$ cat src/rtl/jesd204b_pkg.sv
// Shared JESD204B definitions: control characters, link states and ILAS geometry.
// Used by both the TX and RX link layers.
package jesd204b_pkg;

  localparam logic [7:0] K28_0 = 8'h1C;  // /R/ multiframe start
  localparam logic [7:0] K28_3 = 8'h7C;  // /A/ multiframe end
  localparam logic [7:0] K28_4 = 8'h9C;  // /Q/ config follows
  localparam logic [7:0] K28_5 = 8'hBC;  // /K/ code-group sync

  localparam int ILAS_MF    = 4;
  localparam int CFG_OCTETS = 14;

  typedef enum logic [1:0] {
    CGS  = 2'd0,
    ILAS = 2'd1,
    DATA = 2'd2
  } link_state_t;

endpackage

$ cat src/rtl/jesd204b_lmfc_gen.sv
// LMFC generator: samples SYSREF, detects its rising edge and runs the
// beat-per-multiframe counter that realigns to it.
module jesd204b_lmfc_gen #(
  parameter int BPM   = 8,
  parameter int CNT_W = $clog2(BPM)
) (
  input  logic             i_dclk,
  input  logic             i_rst,
  input  logic             i_sysref,
  output logic [CNT_W-1:0] o_cnt,
  output logic             o_boundary,
  output logic             o_last,
  output logic             o_phase_change
);

  localparam logic [CNT_W-1:0] LAST = CNT_W'(BPM - 1);

  logic             r_sysref;
  logic             r_sysref_prev;
  logic [CNT_W-1:0] r_cnt;
  logic             w_edge;
  logic             w_last;

  assign w_edge = r_sysref & ~r_sysref_prev;
  assign w_last = (r_cnt == LAST);

  // NOTE: state registers use non-blocking assignments so every flop samples
  // the pre-edge values regardless of statement order.
  always_ff @(posedge i_dclk or posedge i_rst) begin
    if (i_rst) begin
      r_sysref      <= 1'b0;
      r_sysref_prev <= 1'b0;
      r_cnt         <= '0;
    end else begin
      r_sysref      <= i_sysref;
      r_sysref_prev <= r_sysref;
      if (w_edge || w_last) r_cnt <= '0;
      else                  r_cnt <= r_cnt + CNT_W'(1);
    end
  end

  assign o_cnt          = r_cnt;
  assign o_boundary     = (r_cnt == '0);
  assign o_last         = w_last;
  // An edge landing on the last beat reloads the value the wrap gives anyway.
  assign o_phase_change = w_edge & ~w_last;

endmodule

$ cat src/rtl/jesd204b_tx_link.sv
// Single-lane JESD204B subclass-1 TX link layer: CGS, ILAS and user data,
// four octets per beat, synchronised to the receiver's SYNC~ and to SYSREF.
module jesd204b_tx_link
  import jesd204b_pkg::*;
#(
  parameter int FRAME_SIZE = 1,
  parameter int FMLC_NUM   = 32
) (
  input  logic         i_dclk,
  input  logic         i_rst,
  input  logic         i_sysref,
  input  logic         i_nsync,
  input  logic [111:0] i_cfg,
  input  logic [31:0]  i_data,
  output logic         o_ready,
  output logic [31:0]  o_txdata,
  output logic [3:0]   o_txcharisk,
  output logic [1:0]   o_state,
  output logic         o_lmfc
);

  localparam int OCTETS_MF = FRAME_SIZE * FMLC_NUM;
  localparam int BPM       = OCTETS_MF / 4;
  localparam int CNT_W     = $clog2(BPM);
  localparam int IDX_W     = CNT_W + 2;

  // Returns {is_k, octet} for one lane of an ILAS beat.
  function automatic logic [8:0] ilas_octet(input logic [1:0]       mf,
                                            input logic [CNT_W-1:0] beat,
                                            input logic [1:0]       lane,
                                            input logic [111:0]     cfg);
    logic [IDX_W-1:0] idx;
    logic [6:0]       lsb;
    idx = {beat, lane};
    lsb = 7'(idx - IDX_W'(2)) << 3;
    if (idx == '0)                        return {1'b1, K28_0};
    if (idx == IDX_W'(OCTETS_MF - 1))     return {1'b1, K28_3};
    if (mf == 2'd1 && idx == IDX_W'(1))   return {1'b1, K28_4};
    if (mf == 2'd1 && idx >= IDX_W'(2) && idx < IDX_W'(CFG_OCTETS + 2))
      return {1'b0, cfg[lsb +: 8]};
    return {1'b0, 8'(idx)};
  endfunction

  logic [CNT_W-1:0] w_lmfc_cnt;
  logic             w_lmfc_boundary;
  logic             w_lmfc_last;
  logic             w_phase_change;

  jesd204b_lmfc_gen #(.BPM(BPM), .CNT_W(CNT_W)) u_lmfc (
    .i_dclk        (i_dclk),
    .i_rst         (i_rst),
    .i_sysref      (i_sysref),
    .o_cnt         (w_lmfc_cnt),
    .o_boundary    (w_lmfc_boundary),
    .o_last        (w_lmfc_last),
    .o_phase_change(w_phase_change)
  );

  logic        r_nsync_meta;
  logic        r_nsync_sync;
  logic        r_nsync_prev;
  link_state_t r_state;
  link_state_t w_next_state;
  logic [1:0]  r_ilas_mf;
  logic        w_ilas_done;
  logic [8:0]  w_ilas [4];
  logic [31:0] w_txdata;
  logic [3:0]  w_txcharisk;
  logic [31:0] r_txdata;
  logic [3:0]  r_txcharisk;
  link_state_t r_state_q;
  logic        r_ready;
  logic        r_lmfc;

  for (genvar g = 0; g < 4; g++) begin : g_lane
    assign w_ilas[g] = ilas_octet(r_ilas_mf, w_lmfc_cnt, 2'(g), i_cfg);
  end

  assign w_ilas_done = (r_ilas_mf == 2'(ILAS_MF - 1)) && w_lmfc_last;

  // NOTE: every combinational output is given a default before the case so no
  // path leaves it unassigned and no latch is inferred.
  always_comb begin
    w_next_state = r_state;
    w_txdata     = {4{K28_5}};
    w_txcharisk  = 4'hF;
    unique case (r_state)
      CGS: begin
        if (r_nsync_sync && w_lmfc_last) w_next_state = ILAS;
      end
      ILAS: begin
        if (!r_nsync_sync || w_phase_change) w_next_state = CGS;
        else if (w_ilas_done)                w_next_state = DATA;
        w_txdata    = {w_ilas[3][7:0], w_ilas[2][7:0], w_ilas[1][7:0], w_ilas[0][7:0]};
        w_txcharisk = {w_ilas[3][8], w_ilas[2][8], w_ilas[1][8], w_ilas[0][8]};
      end
      DATA: begin
        // A single-cycle SYNC~ glitch is tolerated once user data is flowing.
        if ((!r_nsync_sync && !r_nsync_prev) || w_phase_change) w_next_state = CGS;
        w_txdata    = i_data;
        w_txcharisk = 4'h0;
      end
      default: w_next_state = CGS;
    endcase
  end

  always_ff @(posedge i_dclk or posedge i_rst) begin
    if (i_rst) begin
      r_nsync_meta <= 1'b0;
      r_nsync_sync <= 1'b0;
      r_nsync_prev <= 1'b0;
      r_state      <= CGS;
      r_ilas_mf    <= '0;
      r_txdata     <= {4{K28_5}};
      r_txcharisk  <= 4'hF;
      r_state_q    <= CGS;
      r_ready      <= 1'b0;
      r_lmfc       <= 1'b0;
    end else begin
      r_nsync_meta <= i_nsync;
      r_nsync_sync <= r_nsync_meta;
      r_nsync_prev <= r_nsync_sync;
      r_state      <= w_next_state;
      if (r_state != ILAS) r_ilas_mf <= '0;
      else if (w_lmfc_last) r_ilas_mf <= r_ilas_mf + 2'd1;
      r_txdata     <= w_txdata;
      r_txcharisk  <= w_txcharisk;
      r_state_q    <= r_state;
      // Ready is high exactly in the cycles whose i_data gets registered.
      r_ready      <= (w_next_state == DATA);
      r_lmfc       <= w_lmfc_boundary;
    end
  end

  assign o_txdata    = r_txdata;
  assign o_txcharisk = r_txcharisk;
  assign o_state     = r_state_q;
  assign o_ready     = r_ready;
  assign o_lmfc      = r_lmfc;

endmodule
$ cat config.mk
export PLATFORM = sky130hd
export DESIGN_NAME = jesd204b_tx_link
export DESIGN_NICKNAME = d
export VERILOG_FILES = /design/src/rtl/jesd204b_pkg.sv /design/src/rtl/jesd204b_lmfc_gen.sv /design/src/rtl/jesd204b_tx_link.sv
export SDC_FILE = /design/constraint.sdc
export NUM_CORES = 1
export LEC_CHECK = 0
export ABC_CLOCK_PERIOD_IN_PS = 2400
export BUFFER_PORTS_ARGS = -buffer_cell sky130_fd_sc_hd__buf_2
export CAP_MARGIN = 25
export CORE_AREA = 2 2 92 94
export CTS_CLUSTER_DIAMETER = 40
export DETAILED_ROUTE_END_ITERATION = 8
export DIE_AREA = 0 0 94 96
export GPL_ROUTABILITY_DRIVEN = 1
export PLACE_DENSITY = 0.75
export SYNTH_ARGS = -nofsm -noshare
export SYNTH_HDL_FRONTEND = slang
export SYNTH_SLANG_ARGS = --single-unit
$ cat constraint.sdc
create_clock -name i_dclk -period 2.4 [get_ports i_dclk]
set_input_delay 0.48 -clock i_dclk [delete_from_list [all_inputs] [get_ports i_dclk]]
set_output_delay 0.48 -clock i_dclk [all_outputs]
set_load 0.01 [all_outputs]
Word level (Yosys, flattened, before mapping)
Index checks and enable logic that the tools add are counted.
{ "classes": {"add_sub_neg": 6, "order_cmp": 8, "eq_ne": 7, "shift": 4, "n_mux": 44, "bitwise": 4, "reduce_logical": 20} }
{ "ops": {"columns": ["operator", "n"], "rows": [
  ["indexed part select 112 x 8 -> 8 bit", 4],
  ["2-to-1 mux 9 bit", 17],
  ["one-hot mux 32 bit (2 select lines)", 1],
  ["greater-or-equal comparator 5 x 2 -> 1 bit, second input constant", 4],
  ["< comparator 5 bit, second input constant", 4],
  ["2-to-1 mux 1 bit", 17],
  ["subtractor 4 x 2 -> 4 bit, second input constant", 4],
  ["logical AND 1 bit", 12],
  ["2-to-1 mux 2 bit", 6],
  ["one-hot mux 4 bit (2 select lines)", 1],
  ["equality test 2 bit, second input constant", 3],
  ["one-hot mux 2 bit (3 select lines)", 1],
  ["equality test 2 x 1 -> 1 bit, second input constant", 2],
  ["adder 3 x 1 -> 3 bit, second input constant", 1],
  ["equality test 3 bit, second input constant", 1],
  ["logical NOT 3 bit", 1],
  ["logical OR 1 bit", 3],
  ["2-to-1 mux 3 bit", 1],
  ["adder 2 x 1 -> 2 bit, second input constant", 1],
  ["AND 1 bit", 2],
  ["logical NOT 1 bit", 2],
  ["logical NOT 2 bit", 1],
  ["!= test 2 x 1 -> 1 bit, second input constant", 1],
  ["NOT 1 bit", 2],
  ["nonzero test 2 bit", 1]
]} }
{ "word_totals": {"regBits": 52, "in_bits": 148, "out_inout_bits": 40, "word_cells": 106} }

Longest topological paths before layout
Gate-level depths: netlist (run 1).
{ "depth": {"ltp_word": 13, "depth_mapped": 10, "depth_no_buf": 6} }

By module
From an unflattened synthesis (run 1), not the netlist that was laid out.
{ "hier_totals": {"hier_cells": 269, "area_unflattened_um2": 3086.7} }
{ "modules_own_cells": {"columns": ["mod", "n_inst", "cells_each", "area_per_inst_um2", "seq_area_each_um2"], "rows": [
  ["jesd204b_tx_link", 1, 252, 2866.5, 1206.2],
  ["jesd204b_lmfc_gen", 1, 17, 220.2, 125.1]
]} }

Least setup slack after synthesis (run 1)
Ideal clock, no wire load.
{ "synth_path": {"path_type": "register -> register", "start": "register u_lmfc.r_cnt[0] (netlist: u_lmfc.o_cnt[0])", "end": "register r_txdata[0] (netlist: o_txdata[0])", "setup_time_ns": 0.132, "arrival_time_ns": 2.094, "required_ns": 2.268, "setup_slack_ns": 0.174, "path_stages_with_launch": 11, "n_path_buf": 4, "period_less_slack_ns": 2.226, "cell_sequence": "dfrtp_1 buf_6 buf_2 inv_1 ha_1 buf_6 buf_4 mux2_2 a22oi_1 a2bb2oi_1 nor2_1"} }
{ "synth_via": {"elab_chain_cells": 12, "elab_cells_between_ends": 18, "classes_between": "add/sub (1); order compare (2); shift (1); mux (11); reduce/logical (3)"} }
{ "synth_lines": {"columns": ["element", "line_no", "text"], "rows": [
  ["start, declared", "jesd204b_lmfc_gen.sv:20", "logic [CNT_W-1:0] r_cnt;"],
  ["start signal, assigned", "jesd204b_lmfc_gen.sv:38", "else r_cnt <= r_cnt + CNT_W'(1);"],
  ["parallel branches: the longest is 10 deep, another holds subtractor 4 x 2 -> 4 bit", null, null],
  ["2-to-1 mux 9 bit *", "jesd204b_tx_link.sv:37", "if (idx == IDX_W'(OCTETS_MF - 1)) return {1'b1, K28_3};"],
  ["one-hot mux 32 bit (2 select lines) *", "jesd204b_tx_link.sv:87", "unique case (r_state)"],
  ["via w_txdata[0]", "jesd204b_tx_link.sv:67", "logic [31:0] w_txdata;"],
  ["end signal, assigned", "jesd204b_tx_link.sv:114", "r_txdata <= {4{K28_5}};"],
  ["end signal, assigned", "jesd204b_tx_link.sv:126", "r_txdata <= w_txdata;"],
  ["end, declared", "jesd204b_tx_link.sv:69", "logic [31:0] r_txdata;"]
]} }
Mark *: on every way through the listed nets, which the timed path passes. The select of a mux whose other input is x is not followed.
A chain may end at the register's enable or synchronous reset.

Final worst setup path (run 1)
{ "layout_path": {"start": "register u_lmfc.r_cnt[1] (netlist: u_lmfc.o_cnt[1])", "end": "register r_txdata[15] (netlist: o_txdata[15])"} }
{ "layout_via": {"elab_chain_cells": 8, "elab_cells_between_ends": 15, "classes_between": "add/sub (1); order compare (2); shift (1); mux (7); reduce/logical (4)"} }
{ "layout_lines": {"columns": ["element", "line_no", "text"], "rows": [
  ["parallel branches: the longest is 6 deep, another holds subtractor 4 x 2 -> 4 bit", null, null],
  ["2-to-1 mux 9 bit *", "jesd204b_tx_link.sv:39", "if (mf == 2'd1 && idx >= IDX_W'(2) && idx < IDX_W'(CFG_OCTETS + 2))"],
  ["one-hot mux 32 bit (2 select lines) *", "jesd204b_tx_link.sv:87", null],
  ["via w_txdata[15]", "jesd204b_tx_link.sv:67", null]
]} }
Marked as above.

==> impl_summary.log, run 1 <==
[metrics] status: complete, no violations
[metrics] Setup Skew: 0.0124 ns
[metrics] stage delay of the slowest cell on the critical path: 0.43 ns
[metrics] WL per Instance: 16.8 um
[metrics] global placement routability congestion: 0.764
[metrics] launch point of the worst reg-to-reg path: u_lmfc.o_cnt[1]
[metrics] Design Power: 0.00378 W
[metrics] Seq cells post-synth: 52
[metrics] number of buffers on the longest clock path: 2
[metrics] most instantiated flip-flop cell in the synthesis netlist: sky130_fd_sc_hd__dfrtp_1
[metrics] count of unresolved DRC violations after routing: 0
[metrics] multiplexer share of the synthesized area: a little under a fifth
[metrics] Initial Utilization: 38.0%
[metrics] half-perimeter wire length of the detailed placement result: 7470 um
[metrics] post-synthesis cell area: 3060 um^2
[metrics] average footprint of a synthesized cell: 11.3 um^2
[metrics] proportion of total power due to net switching: 37.1%
[metrics] standby leakage power: 2.01 nW
[metrics] critical path peak fanout: 11
[metrics] Avg Vias per Cell: 5.27
[metrics] Final nets: 614
[metrics] number of buffers and inverters on the critical path: 2
[metrics] Max Cap Violations: 0
[metrics] leading cell type in the layout, fill and taps excluded: sky130_fd_sc_hd__buf_2
[metrics] standard-cell rows: 33
[metrics] fraction of synthesized cell area in xor and xnor cells: 0.286%
[metrics] commonest cells after routing, fill and taps aside: sky130_fd_sc_hd__buf_2, sky130_fd_sc_hd__dfrtp_1, sky130_fd_sc_hd__dfstp_2, sky130_fd_sc_hd__nand2_1, sky130_fd_sc_hd__a21oi_1
[metrics] initial antenna violation count: 0
[metrics] count of instances resized after the clock tree is built: 0
[metrics] cell with the biggest individual delay on the critical path: sky130_fd_sc_hd__ha_1
[metrics] net count of the mapped netlist: roughly 430
[metrics] Pint: approximately 0.0024 W
[metrics] adder and majority cell fraction of the synthesized area: 4.09%
[metrics] starting DRC count in detailed routing: 115
[metrics] RSZ-0062 raised after global routing: false
[metrics] gr ovfl total: 0
[metrics] ranking of synthesized cells by area: sky130_fd_sc_hd__dfrtp_1, sky130_fd_sc_hd__dfstp_2, sky130_fd_sc_hd__mux4_1, sky130_fd_sc_hd__mux4_2, sky130_fd_sc_hd__ha_1
[metrics] Reg power frac: 34.0%
[metrics] die span in y: 96 um
[metrics] TritonCTS clock tree: built
[metrics] core region area: 8050 um^2
[metrics] Setup-failing EPs final: 0
[metrics] post-synthesis share of cell area spent on and, or, nand and nor gates: between 10 and 15%
[metrics] measured slew at the worst slew-check pin: around 0.72 ns
[metrics] synthesis-to-layout area growth: 37.6%
[metrics] Port Buffers: approximately 190
[metrics] sequential share of the synthesized area: 43.5%
[metrics] cell breakdown of the critical path: inv_1, ha_1, buf_4, mux2_2, a22oi_1, o21ai_0, a221o_1
[metrics] element type at the critical path end: flop
[metrics] Crit path required time: ~2.6 ns
[metrics] final-layout setup total negative slack: 0 ns
[metrics] number of buffers added by the clock tree synthesis step: 5
[metrics] Worst Reg-to-Reg Cells: 7
[metrics] critical path class: flop to flop
[metrics] clk sink count: 52
[metrics] Synth area leader: sky130_fd_sc_hd__dfrtp_1
[metrics] proportion of netlist area held by the largest area contributor: 22.9%
[metrics] buffers inserted by post-CTS timing repair: 0
[metrics] Switch Pwr: 0.00140 W
[metrics] synthesized netlist cell count: 271
[metrics] routed via count: between 2000 and 3000
[metrics] share of power burned in the clock network: 13.6%
[metrics] TritonRoute pass-1 iters: 4
[metrics] pwr dens: ~900 nW/um^2
[metrics] Clock Tree Root: sky130_fd_sc_hd__clkbuf_8
[metrics] IO Pins: 188
[metrics] minimum clock period after layout: about 2.1 ns
[metrics] maximum number of pins on one net before global-route repair: 53
[metrics] count of H-tree levels built during CTS: 2
[metrics] number of global-route vias before repair: 2826
[metrics] first-pass GRT wire length: 14000 um
[metrics] All-Layer GR Usage: between 20% and 30%
[metrics] internal reg-to-reg setup slack: approximately 0.30 ns
[metrics] cts hold-fix bufs: 0
[metrics] combinational family with the most area after synthesis: multiplexers
[metrics] clock-pin slew on the worst setup and hold paths: 0.10 ns
[metrics] top achievable clock speed: 477 MHz
[metrics] die footprint: 9020 um^2
[metrics] worst endpoint data arrival time: 2.33 ns
[metrics] post-synthesis cell type count: 45
[metrics] number of enable flip-flop cells after synthesis: 0
[metrics] area fraction in compound gates after synthesis: 16.9%
[metrics] Gate power share: 52.4%
[metrics] min-delay worst type: input pin to async pin
[metrics] largest delay contributor family on the critical path: compound AO/OA/AOI/OAI gates
[metrics] clock latency on the worst-skew pair: ~0.30 ns
[metrics] Crit Reg-Reg Endpoint: o_txdata[15]
[metrics] Synthesis Warnings: 0
[metrics] period utilization: 87.4%
[metrics] Worst VDD drop: 0.714 mV
[metrics] Total Wirelength: 9470 um
[metrics] share of synthesized flip-flops with an asynchronous set or reset: 100%
[metrics] final hold violation count: 0
[metrics] number of max-slew violations in the final report: 0
[metrics] type of origin of the critical path: flop
[metrics] core occupancy in the finished layout: 52.3%
[metrics] overall die width: around 94 um
[metrics] post-route ant nets: 0
[metrics] fraction of final layout cells sized beyond drive strength 1: between 50 and 60%
[metrics] diodes inserted: 0
[metrics] worst slew margin relative to its limit: ~52%
cells by family after synthesis:
logic type | after synthesis
compound gates | 71
fa+ha+maj | 10
simple gates | 72
mux | 33
xor+xnor | 1
flops | 52
buf+inv | 32
worst max path at each step:
stage,start,cells after the start,to
final,u_lmfc.o_cnt[1],7,o_txdata[15]
after CTS,u_lmfc.o_cnt[1],7,o_txdata[15]
after detailed placement,u_lmfc.o_cnt[1],7,o_txdata[15]
after global routing,u_lmfc.o_cnt[0],6,o_ready
after floorplan,u_lmfc.o_cnt[0],10,o_txdata[0]
after global placement,u_lmfc.o_cnt[0],7,o_txdata[15]
per-layer routing:
layer / vias up / GRT usage (%) / routed length (um)
met3: 4 / 3.84 / 745
li1: 1390 / - / -
met4: 0 / 3.62 / 49
met1: 1423 / 24.2 / 3670
met5: - / 0 / 0
met2: 146 / 37.4 / 5000
Yosys cell counts, types with 2 or more instances:
library cell,count
sky130_fd_sc_hd__clkbuf_1,10
sky130_fd_sc_hd__a32oi_1,2
sky130_fd_sc_hd__buf_4,4
sky130_fd_sc_hd__a21oi_1,18
sky130_fd_sc_hd__o221ai_1,4
sky130_fd_sc_hd__nor2b_1,2
sky130_fd_sc_hd__nor3_1,3
sky130_fd_sc_hd__nor2_1,14
sky130_fd_sc_hd__nand2_1,23
sky130_fd_sc_hd__mux2_4,2
sky130_fd_sc_hd__buf_6,3
sky130_fd_sc_hd__o21ai_0,10
sky130_fd_sc_hd__buf_2,4
sky130_fd_sc_hd__mux4_1,7
sky130_fd_sc_hd__dfstp_2,24
sky130_fd_sc_hd__nand2b_1,2
sky130_fd_sc_hd__a221o_1,8
sky130_fd_sc_hd__a22oi_1,11
sky130_fd_sc_hd__nand4_1,3
sky130_fd_sc_hd__buf_1,2
sky130_fd_sc_hd__mux2i_1,5
sky130_fd_sc_hd__and2_1,4
sky130_fd_sc_hd__a2bb2oi_1,5
sky130_fd_sc_hd__mux4_2,8
sky130_fd_sc_hd__ha_1,10
sky130_fd_sc_hd__nand3_1,16
sky130_fd_sc_hd__inv_1,9
sky130_fd_sc_hd__dfrtp_1,28
sky130_fd_sc_hd__mux2_2,11
sky130_fd_sc_hd__o211ai_1,4
final cells by class:
class	instances	area (um^2)
multi-input combinational	187	1570
timing repair buffer	201	1050
inverter	9	33.8
tap	105	131
sequential	52	1330
fill	757	3840
clock buffer	8	90.1
power by group through the flow:
stage / registers (W) / logic, W / clock network [W]
final: 0.00129 / 0.00198 / 0.000512
after global routing: 0.00132 / 0.00214 / 0.000557
after CTS: 0.00129 / 0.00200 / 0.000521
after detailed placement: 0.00131 / 0.00199 / 0
after global placement: 0.00130 / 0.00193 / 0
after floorplan: 0.00141 / 0.00126 / 0
per-stage QoR:
step / instance area [um^2] / cells / hold slack (ns) / worst slack (ns)
after detailed placement: 4120 / 554 / 0.335 / 0.317
after floorplan: 3060 / 271 / 0.331 / 0.174
after CTS: 4210 / 562 / 0.214 / 0.301
final: 4210 / 562 / 0.205 / 0.302
after global routing: 4210 / 562 / 0.223 / 0.205
after global placement: 4120 / 554 / 0.339 / 0.385
sequential cells by signal, summed over array words and instances, names as in the netlist:
register and count:
u_lmfc.r_sysref_prev 1, r_nsync_sync 1, o_txdata 32, u_lmfc.o_cnt 3, o_lmfc 1, o_ready 1, r_state 2, o_state 2
u_lmfc.r_sysref 1, r_ilas_mf 2, r_nsync_prev 1, o_txcharisk 4, r_nsync_meta 1
worst min-delay path: cells and delay by family:
kind                   cells  cell delay, ns
buffers and inverters      3            0.42
Power figures use the tool's default switching activity.
==> inputs of run 2 (changes only) <==
--- a/config.mk
+++ b/config.mk
@@ -9,8 +9,8 @@
 export BUFFER_PORTS_ARGS = -buffer_cell sky130_fd_sc_hd__buf_2
 export CAP_MARGIN = 25
-export CORE_AREA = 2 2 92 94
+export CORE_AREA = 3 3 93 95
 export CTS_CLUSTER_DIAMETER = 40
 export DETAILED_ROUTE_END_ITERATION = 8
-export DIE_AREA = 0 0 94 96
+export DIE_AREA = 0 0 96 98
 export GPL_ROUTABILITY_DRIVEN = 1
 export PLACE_DENSITY = 0.75
==> constraint.sdc (replaced) <==
create_clock -name i_dclk -period 2.4 [get_ports i_dclk]
set_input_delay 0.12 -clock i_dclk [delete_from_list [all_inputs] [get_ports i_dclk]]
set_output_delay 0.12 -clock i_dclk [all_outputs]
set_load 0.01 [all_outputs]
==> run 2 against run 1 <==
Compared with the run above: sequential power hardly changed; sequential cell count stayed put; count of clock-buffer cells in the layout decreased by 3; via count increased by 2.1%.
==> impl_summary.log, run 2 (synthesis gave the netlist of run 1 again) <==
[metrics] status: complete, no violations
[metrics] FILL cells: 730 (-3.6%)
[metrics] first-pass GRT wire length: 15400 um (+9.9%)
[metrics] routed via count: 3024 (+2.1%)
[metrics] WL per Instance: 17.3 um (+2.8%)
[metrics] IO Pins: 188 (unchanged)
[metrics] fraction of final layout cells sized beyond drive strength 1: 56.6% (+0.16 points)
[metrics] TritonCTS clock tree: built
[metrics] standard-cell rows: 32 (-3.0%)
[metrics] DP Worst Slack: 0.269 ns (-0.0481 ns)
[metrics] die footprint: 9410 um^2 (+4.3%)
[metrics] worst slew margin relative to its limit: 55.0% (+3.0 points)
[metrics] Avg Vias per Cell: 5.37 (+1.9%)
[metrics] initial antenna violation count: 0 (unchanged)
[metrics] Pint: 0.00234 W (-1.7%)
[metrics] Design Power: 0.00376 W (-0.40%)
[metrics] Clock Tree Root: sky130_fd_sc_hd__clkbuf_8
[metrics] Reg power frac: 34.2% (+0.2 points)
[metrics] number of standard cells in the layout, taps in and fillers out: 563 (+0.18%)
[metrics] commonest cells after routing, fill and taps aside: sky130_fd_sc_hd__buf_2, sky130_fd_sc_hd__dfrtp_1, sky130_fd_sc_hd__dfstp_2, sky130_fd_sc_hd__nand2_1, sky130_fd_sc_hd__a21oi_1
[metrics] number of flip-flops in the largest register: 32 (unchanged)
[metrics] Multi-input gate area: 1570 um^2 (unchanged)
[metrics] post-route ant nets: 0 (unchanged)
[metrics] worst setup path endpoint: o_txdata[9]
[metrics] minimum clock period after layout: 2.15 ns (+0.0562 ns)
[metrics] critical path class: flop to flop
[metrics] measured slew at the worst slew-check pin: 0.675 ns (-0.0446 ns)
[metrics] count of unresolved DRC violations after routing: 0 (unchanged)
[metrics] worst setup slack after layout: 0.246 ns (-0.0562 ns)
[metrics] gr ovfl total: 0 (unchanged)
[metrics] Total Wirelength: 9750 um (+3.0%)
[metrics] Setup-failing EPs final: 0 (unchanged)
[metrics] synthesis-to-layout area growth: 38.3%
[metrics] leading cell type in the layout, fill and taps excluded: sky130_fd_sc_hd__buf_2
[metrics] min-delay worst type: input pin to flop
[metrics] buffers inserted by post-CTS timing repair: 0 (unchanged)
[metrics] core region area: 7810 um^2 (-3.0%)
[metrics] clock latency on the worst-skew pair: 0.31 ns (about the same)
[metrics] Crit Reg-Reg Endpoint: o_txdata[9]
[metrics] Worst VDD drop: 0.543 mV (-24%)
[metrics] Initial Utilization: 39.2% (+1.2 points)
[metrics] element type at the critical path end: flop
[metrics] maximum number of pins on one net before global-route repair: 24 (-55%)
[metrics] overall die width: 96 um (+2.1%)
[metrics] half-perimeter wire length of the detailed placement result: 7730 um (+3.5%)
[metrics] number of buffers on the longest clock path: 2 (unchanged)
[metrics] top achievable clock speed: 464 MHz (-2.6%)
[metrics] tightest hold margin: 0.0408 ns (-0.164 ns)
[metrics] count of H-tree levels built during CTS: 2 (unchanged)
[metrics] number of buffers added by the clock tree synthesis step: 5 (unchanged)
[metrics] Max Cap Violations: 0 (unchanged)
[metrics] All-Layer GR Usage: 21.0% (+0.92 points)
[metrics] area used by sequential logic in the layout: 1330 um^2 (unchanged)
[metrics] Setup Skew: 0.0145 ns (+0.00207 ns)
[metrics] period utilization: 89.8% (+2.3 points)
[metrics] final hold violation count: 0 (unchanged)
[metrics] clock-pin slew on the worst setup and hold paths: 0.11 ns (about the same)
[metrics] post-placement cell count: 552 (-0.36%)
[metrics] critical path peak fanout: 10 (-1)
[metrics] source of the critical timing path: u_lmfc.o_cnt[1]
[metrics] share of power burned in the clock network: 13.4% (-0.2 points)
[metrics] Final nets: 618 (+0.65%)
[metrics] proportion of total power due to net switching: 38.0% (+0.84 points)
[metrics] pwr dens: 889 nW/um^2 (-0.96%)
[metrics] number of max-slew violations in the final report: 0 (unchanged)
[metrics] global placement routability congestion: 0.783 (+2.4%)
[metrics] Port Buffers: 187 (unchanged)
[metrics] internal reg-to-reg setup slack: 0.25 ns (-0.06 ns)
[metrics] die span in y: 98 um (+2.1%)
[metrics] clk sink count: 52 (unchanged)
[metrics] Switch Pwr: 0.00143 W (+1.9%)
[metrics] Crit path required time: 2.60 ns (-0.03 ns)
[metrics] TritonRoute pass-1 iters: 4 (unchanged)
[metrics] count of instances resized after the clock tree is built: 0 (unchanged)
[metrics] launch point of the worst reg-to-reg path: u_lmfc.o_cnt[1]
[metrics] final-layout setup total negative slack: 0 ns (unchanged)
[metrics] RSZ-0062 raised after global routing: false
[metrics] worst endpoint data arrival time: 2.35 ns (+0.02 ns)
[metrics] diodes inserted: 0 (unchanged)
[metrics] standby leakage power: 2.02 nW (+0.41%)
[metrics] Worst Reg-to-Reg Cells: 7 (unchanged)
[metrics] type of origin of the critical path: flop
[metrics] starting DRC count in detailed routing: 104 (-9.6%)
[metrics] number of global-route vias before repair: 3111 (+10%)
[metrics] Gate power share: 52.4% (about the same)
## run 2: changes by cell type in the layout (fill, tap and decap cells not counted), sizes merged
cell	previous run	this run
clkbuf	8	5
dlygate4sd3	0	3
clkinvlp	0	2
buf	201	202
clkinv	0	1
## run 2: timing repair
action,in CTS,in global routing
hold endpoints to repair,15,0
hold buffers,3,0
endpoints found under the setup margin,0,0
## run 2: how the worst min path moves through the flow
stage / cells after the start / slack [ns] / to / startpoint
after floorplan: 0 / 0.15 / r_nsync_meta / i_nsync
after detailed placement: 2 / 0.15 / o_state[1] / i_rst
after global routing: 3 / 0.04 / o_txdata[21] / i_data[21]
final: 3 / 0.04 / o_txdata[18] / i_data[18]
after global placement: 2 / 0.15 / o_state[1] / i_rst
after CTS: 2 / 0.03 / o_txdata[3] / i_data[3]
## run 2: metal layers
metal,GRT usage (%),wire (um)
met2,36.5,4950
met3,3.54,808
met1,26.0,3780
met5,0,0
met4,6.56,214
## run 2: power groups by stage
| stage | clock, W | combinational, W | sequential, W |
|---|---|---|---|
| floorplan | 0 | 0.00126 | 0.00141 |
| global placement | 0 | 0.00192 | 0.00130 |
| detailed placement | 0 | 0.00197 | 0.00131 |
| CTS | 0.000523 | 0.00198 | 0.00129 |
| global route | 0.000556 | 0.00216 | 0.00131 |
| finish | 0.000505 | 0.00197 | 0.00129 |
## run 2: through the flow
step,area [um^2],utilization [%]
2_1_floorplan,3060,-
3_5_place_dp,4110,52.7
5_1_grt,4240,54.2
3_3_place_gp,4110,52.7
6_report,4240,54.2
4_1_cts,4240,54.2
## run 2: worst max-delay path, cell delays in order, from the launching register on
cell and delay [ns]:
sky130_fd_sc_hd__dfrtp_1 0.39, sky130_fd_sc_hd__inv_1 0.08, sky130_fd_sc_hd__ha_1 0.53, sky130_fd_sc_hd__buf_4 0.27
sky130_fd_sc_hd__mux2_2 0.36, sky130_fd_sc_hd__a22oi_1 0.16, sky130_fd_sc_hd__a2bb2oi_1 0.18, sky130_fd_sc_hd__nor2_1 0.06
## run 2: layout make-up
type	instances	share of cell area (%)
Tap cell	102	3.01
Multi-Input combinational cell	187	37.1
Timing Repair Buffer	205	25.5
Clock inverter	3	0.561
Sequential cell	52	31.5
Clock buffer	5	1.62
Inverter	9	0.798
==> inputs of run 3 (changes only) <==
Settings changed: CORE_AREA 3 3 93 95 to 3 3 84 106, DIE_AREA 0 0 96 98 to 0 0 87 109.
==> run 3 against run 2 <==
Compared with the run above: routed wire length increased by 1.2%; global-route usage fell by 0.34 points; register-to-register slack lost 0.04 ns; power up 1.4%; hold slack lost 0.0086 ns; non-clock buffer count is 2 lower; count of clock-buffer cells in the layout is 1 higher; critical endpoint is now o_txdata[3]; largest power group unchanged; largest cell class unchanged.
==> impl_summary.log, run 3 (synthesis gave the netlist of run 1 again) <==
[metrics] measured slew at the worst slew-check pin: 0.735 ns (+0.0604 ns)
[metrics] minimum clock period after layout: 2.19 ns (+0.0389 ns)
[metrics] stage delay of the slowest cell on the critical path: 0.44 ns (-0.09 ns)
[metrics] first-pass GRT wire length: 15200 um (-1.5%)
[metrics] count of unresolved DRC violations after routing: 0 (unchanged)
[metrics] number of buffers on the longest clock path: 2 (unchanged)
[metrics] TritonCTS clock tree: built
[metrics] RSZ-0062 raised after global routing: false
[metrics] Total Wirelength: 9870 um (+1.2%)
[metrics] core region area: 7880 um^2 (+0.96%)
[metrics] Max Cap Violations: 0 (unchanged)
[metrics] number of max-slew violations in the final report: 0 (unchanged)
[metrics] launch point of the worst reg-to-reg path: u_lmfc.o_cnt[0]
[metrics] count of instances resized after the clock tree is built: 0 (unchanged)
[metrics] half-perimeter wire length of the detailed placement result: 7930 um (+2.5%)
[metrics] critical path peak fanout: 13 (+3)
[metrics] number of global-route vias before repair: 3017 (-3.0%)
[metrics] Worst VDD drop: 0.447 mV (-18%)
[metrics] leading cell type in the layout, fill and taps excluded: sky130_fd_sc_hd__buf_2
[metrics] internal reg-to-reg setup slack: 0.21 ns (-0.04 ns)
[metrics] pwr dens: 903 nW/um^2 (+1.6%)
[metrics] diodes inserted: 0 (unchanged)
[metrics] hold path start: i_data[29]
[metrics] clock-pin slew on the worst setup and hold paths: 0.09 ns (-0.02 ns)
[metrics] TritonRoute pass-1 iters: 4 (unchanged)
[metrics] cell breakdown of the critical path: inv_1, ha_1, buf_4, mux2_4, a22oi_2, o221ai_1, a221o_1
[metrics] Clock Tree Root: sky130_fd_sc_hd__clkbuf_8
[metrics] synthesis-to-layout area growth: 38.0%
[metrics] overall die width: 87 um (-9.4%)
[metrics] final-layout setup total negative slack: 0 ns (unchanged)
[metrics] critical path class: flop to flop
[metrics] number of buffers added by the clock tree synthesis step: 5 (unchanged)
[metrics] number of standard cells in the layout, taps in and fillers out: 554 (-1.6%)
[metrics] global placement routability congestion: 0.859 (+9.8%)
[metrics] Worst Reg-to-Reg Cells: 7 (unchanged)
[metrics] commonest cells after routing, fill and taps aside: sky130_fd_sc_hd__buf_2, sky130_fd_sc_hd__dfrtp_1, sky130_fd_sc_hd__dfstp_2, sky130_fd_sc_hd__nand2_1, sky130_fd_sc_hd__a21oi_1
[metrics] status: complete, no violations
[metrics] top achievable clock speed: 456 MHz (-1.8%)
[metrics] Crit Reg-Reg Endpoint: o_txdata[3]
[metrics] Layout Cell Area excl Fill: 4220 um^2 (-0.27%)
[metrics] standby leakage power: 2.03 nW (+0.31%)
[metrics] worst slew margin relative to its limit: 50.9% (-4.0 points)
[metrics] Final nets: 616 (-0.32%)
[metrics] Setup Skew: 0.00745 ns (-0.00701 ns)
[metrics] post-route ant nets: 0 (unchanged)
[metrics] Setup-failing EPs final: 0 (unchanged)
[metrics] area used by sequential logic in the layout: 1330 um^2 (unchanged)
[metrics] DP Worst Slack: 0.235 ns (-0.0344 ns)
[metrics] type of origin of the critical path: flop
[metrics] tightest hold margin: 0.0322 ns (-0.00861 ns)
[metrics] Port Buffers: 187 (unchanged)
[metrics] fraction of final layout cells sized beyond drive strength 1: 56.0% (-0.62 points)
[metrics] count of H-tree levels built during CTS: 2 (unchanged)
[metrics] Avg Vias per Cell: 5.38 (+0.25%)
[metrics] post-placement cell count: 543 (-1.6%)
[metrics] cell with the biggest individual delay on the critical path: sky130_fd_sc_hd__ha_1
[metrics] routed via count: 2983 (-1.4%)
[metrics] starting DRC count in detailed routing: 174 (+67%)
[metrics] initial antenna violation count: 0 (unchanged)
[metrics] Placed Instance Area: 4090 um^2 (-0.64%)
[metrics] number of flip-flops in the largest register: 32 (unchanged)
[metrics] clock latency on the worst-skew pair: 0.30 ns (about the same)
[metrics] element type at the critical path end: flop
[metrics] die footprint: 9480 um^2 (+0.80%)
[metrics] period utilization: 91.4% (+1.6 points)
[metrics] Multi-input gate area: 1570 um^2 (-0.16%)
[metrics] gr ovfl total: 0 (unchanged)
[metrics] WL per Instance: 17.8 um (+2.8%)
[metrics] standard-cell rows: 36 (+13%)
[metrics] maximum number of pins on one net before global-route repair: 53 (+120%)
[metrics] final hold violation count: 0 (unchanged)
[metrics] end point of the worst hold path: o_txdata[29]
[metrics] worst endpoint data arrival time: 2.43 ns (+0.08 ns)
[metrics] FILL cells: 685 (-6.2%)
[metrics] Crit path required time: 2.63 ns (+0.03 ns)
[metrics] Initial Utilization: 38.8% (-0.37 points)
[metrics] All-Layer GR Usage: 20.6% (-0.34 points)
[metrics] die span in y: 109 um (+11%)
[metrics] min-delay worst type: input pin to flop
[metrics] IO Pins: 188 (unchanged)
[metrics] worst setup slack after layout: 0.207 ns (-0.0389 ns)
[metrics] clk sink count: 52 (unchanged)
[metrics] Cells on Worst Hold Path: 3 (unchanged)
-- run 3: metal layers --
metal / track usage (%) / routed length (um)
met5: 0 / 0
met4: 8.13 / 257
met3: 3.93 / 723
met2: 34.7 / 5160
met1: 25.9 / 3730
-- run 3: worst max path at each step --
stage | from | end | slack, ns | cells past startpoint
3_5_place_dp | u_lmfc.o_cnt[0] | o_txdata[3] | 0.24 | 7
4_1_cts | u_lmfc.o_cnt[0] | o_txdata[3] | 0.21 | 7
6_report | u_lmfc.o_cnt[0] | o_txdata[3] | 0.21 | 7
2_1_floorplan | u_lmfc.o_cnt[0] | o_txdata[0] | 0.17 | 10
5_1_grt | u_lmfc.o_cnt[0] | o_txdata[11] | 0.05 | 7
3_3_place_gp | u_lmfc.o_cnt[0] | o_txdata[3] | 0.33 | 7
-- run 3: final cells by class --
| cell class | count | area share, % |
|---|---|---|
| multi-input combinational | 187 | 37.1 |
| inverter | 9 | 0.800 |
| clock buffer | 6 | 1.72 |
| clock inverter | 2 | 0.829 |
| timing repair buffer | 203 | 25.2 |
| tap | 95 | 2.81 |
| sequential | 52 | 31.5 |
-- run 3: worst max-delay path, delay by kind of cell (launching register included) --
kind / cells / cell delay, ns
DFF: 1 / 0.40
adders and majority gates: 1 / 0.44
muxes: 1 / 0.32
AOI/OAI and AO/OA: 3 / 0.61
buffers and inverters: 2 / 0.34
-- run 3: through the flow --
stage,utilization (%),power [W]
2_1_floorplan,-,0.00268
3_3_place_gp,51.8,0.00321
3_5_place_dp,51.8,0.00325
4_1_cts,53.6,0.00385
5_1_grt,53.6,0.00407
6_report,53.6,0.00382
-- run 3: report_power, final --
part | leakage, nW | switching (W) | total (W) | internal (W)
logic | 1.35 | 0.00103 | 0.00194 | 0.000908
registers | 0.625 | 0.0000828 | 0.00129 | 0.00121
clock network | 0.0552 | 0.000278 | 0.000587 | 0.000310
-- run 3: timing repair --
action | CTS | global route
hold buffers | 3 | 0
setup buffers | 0 | 0
endpoints found under the hold margin | 16 | 0
endpoints found under the setup margin | 0 | 0
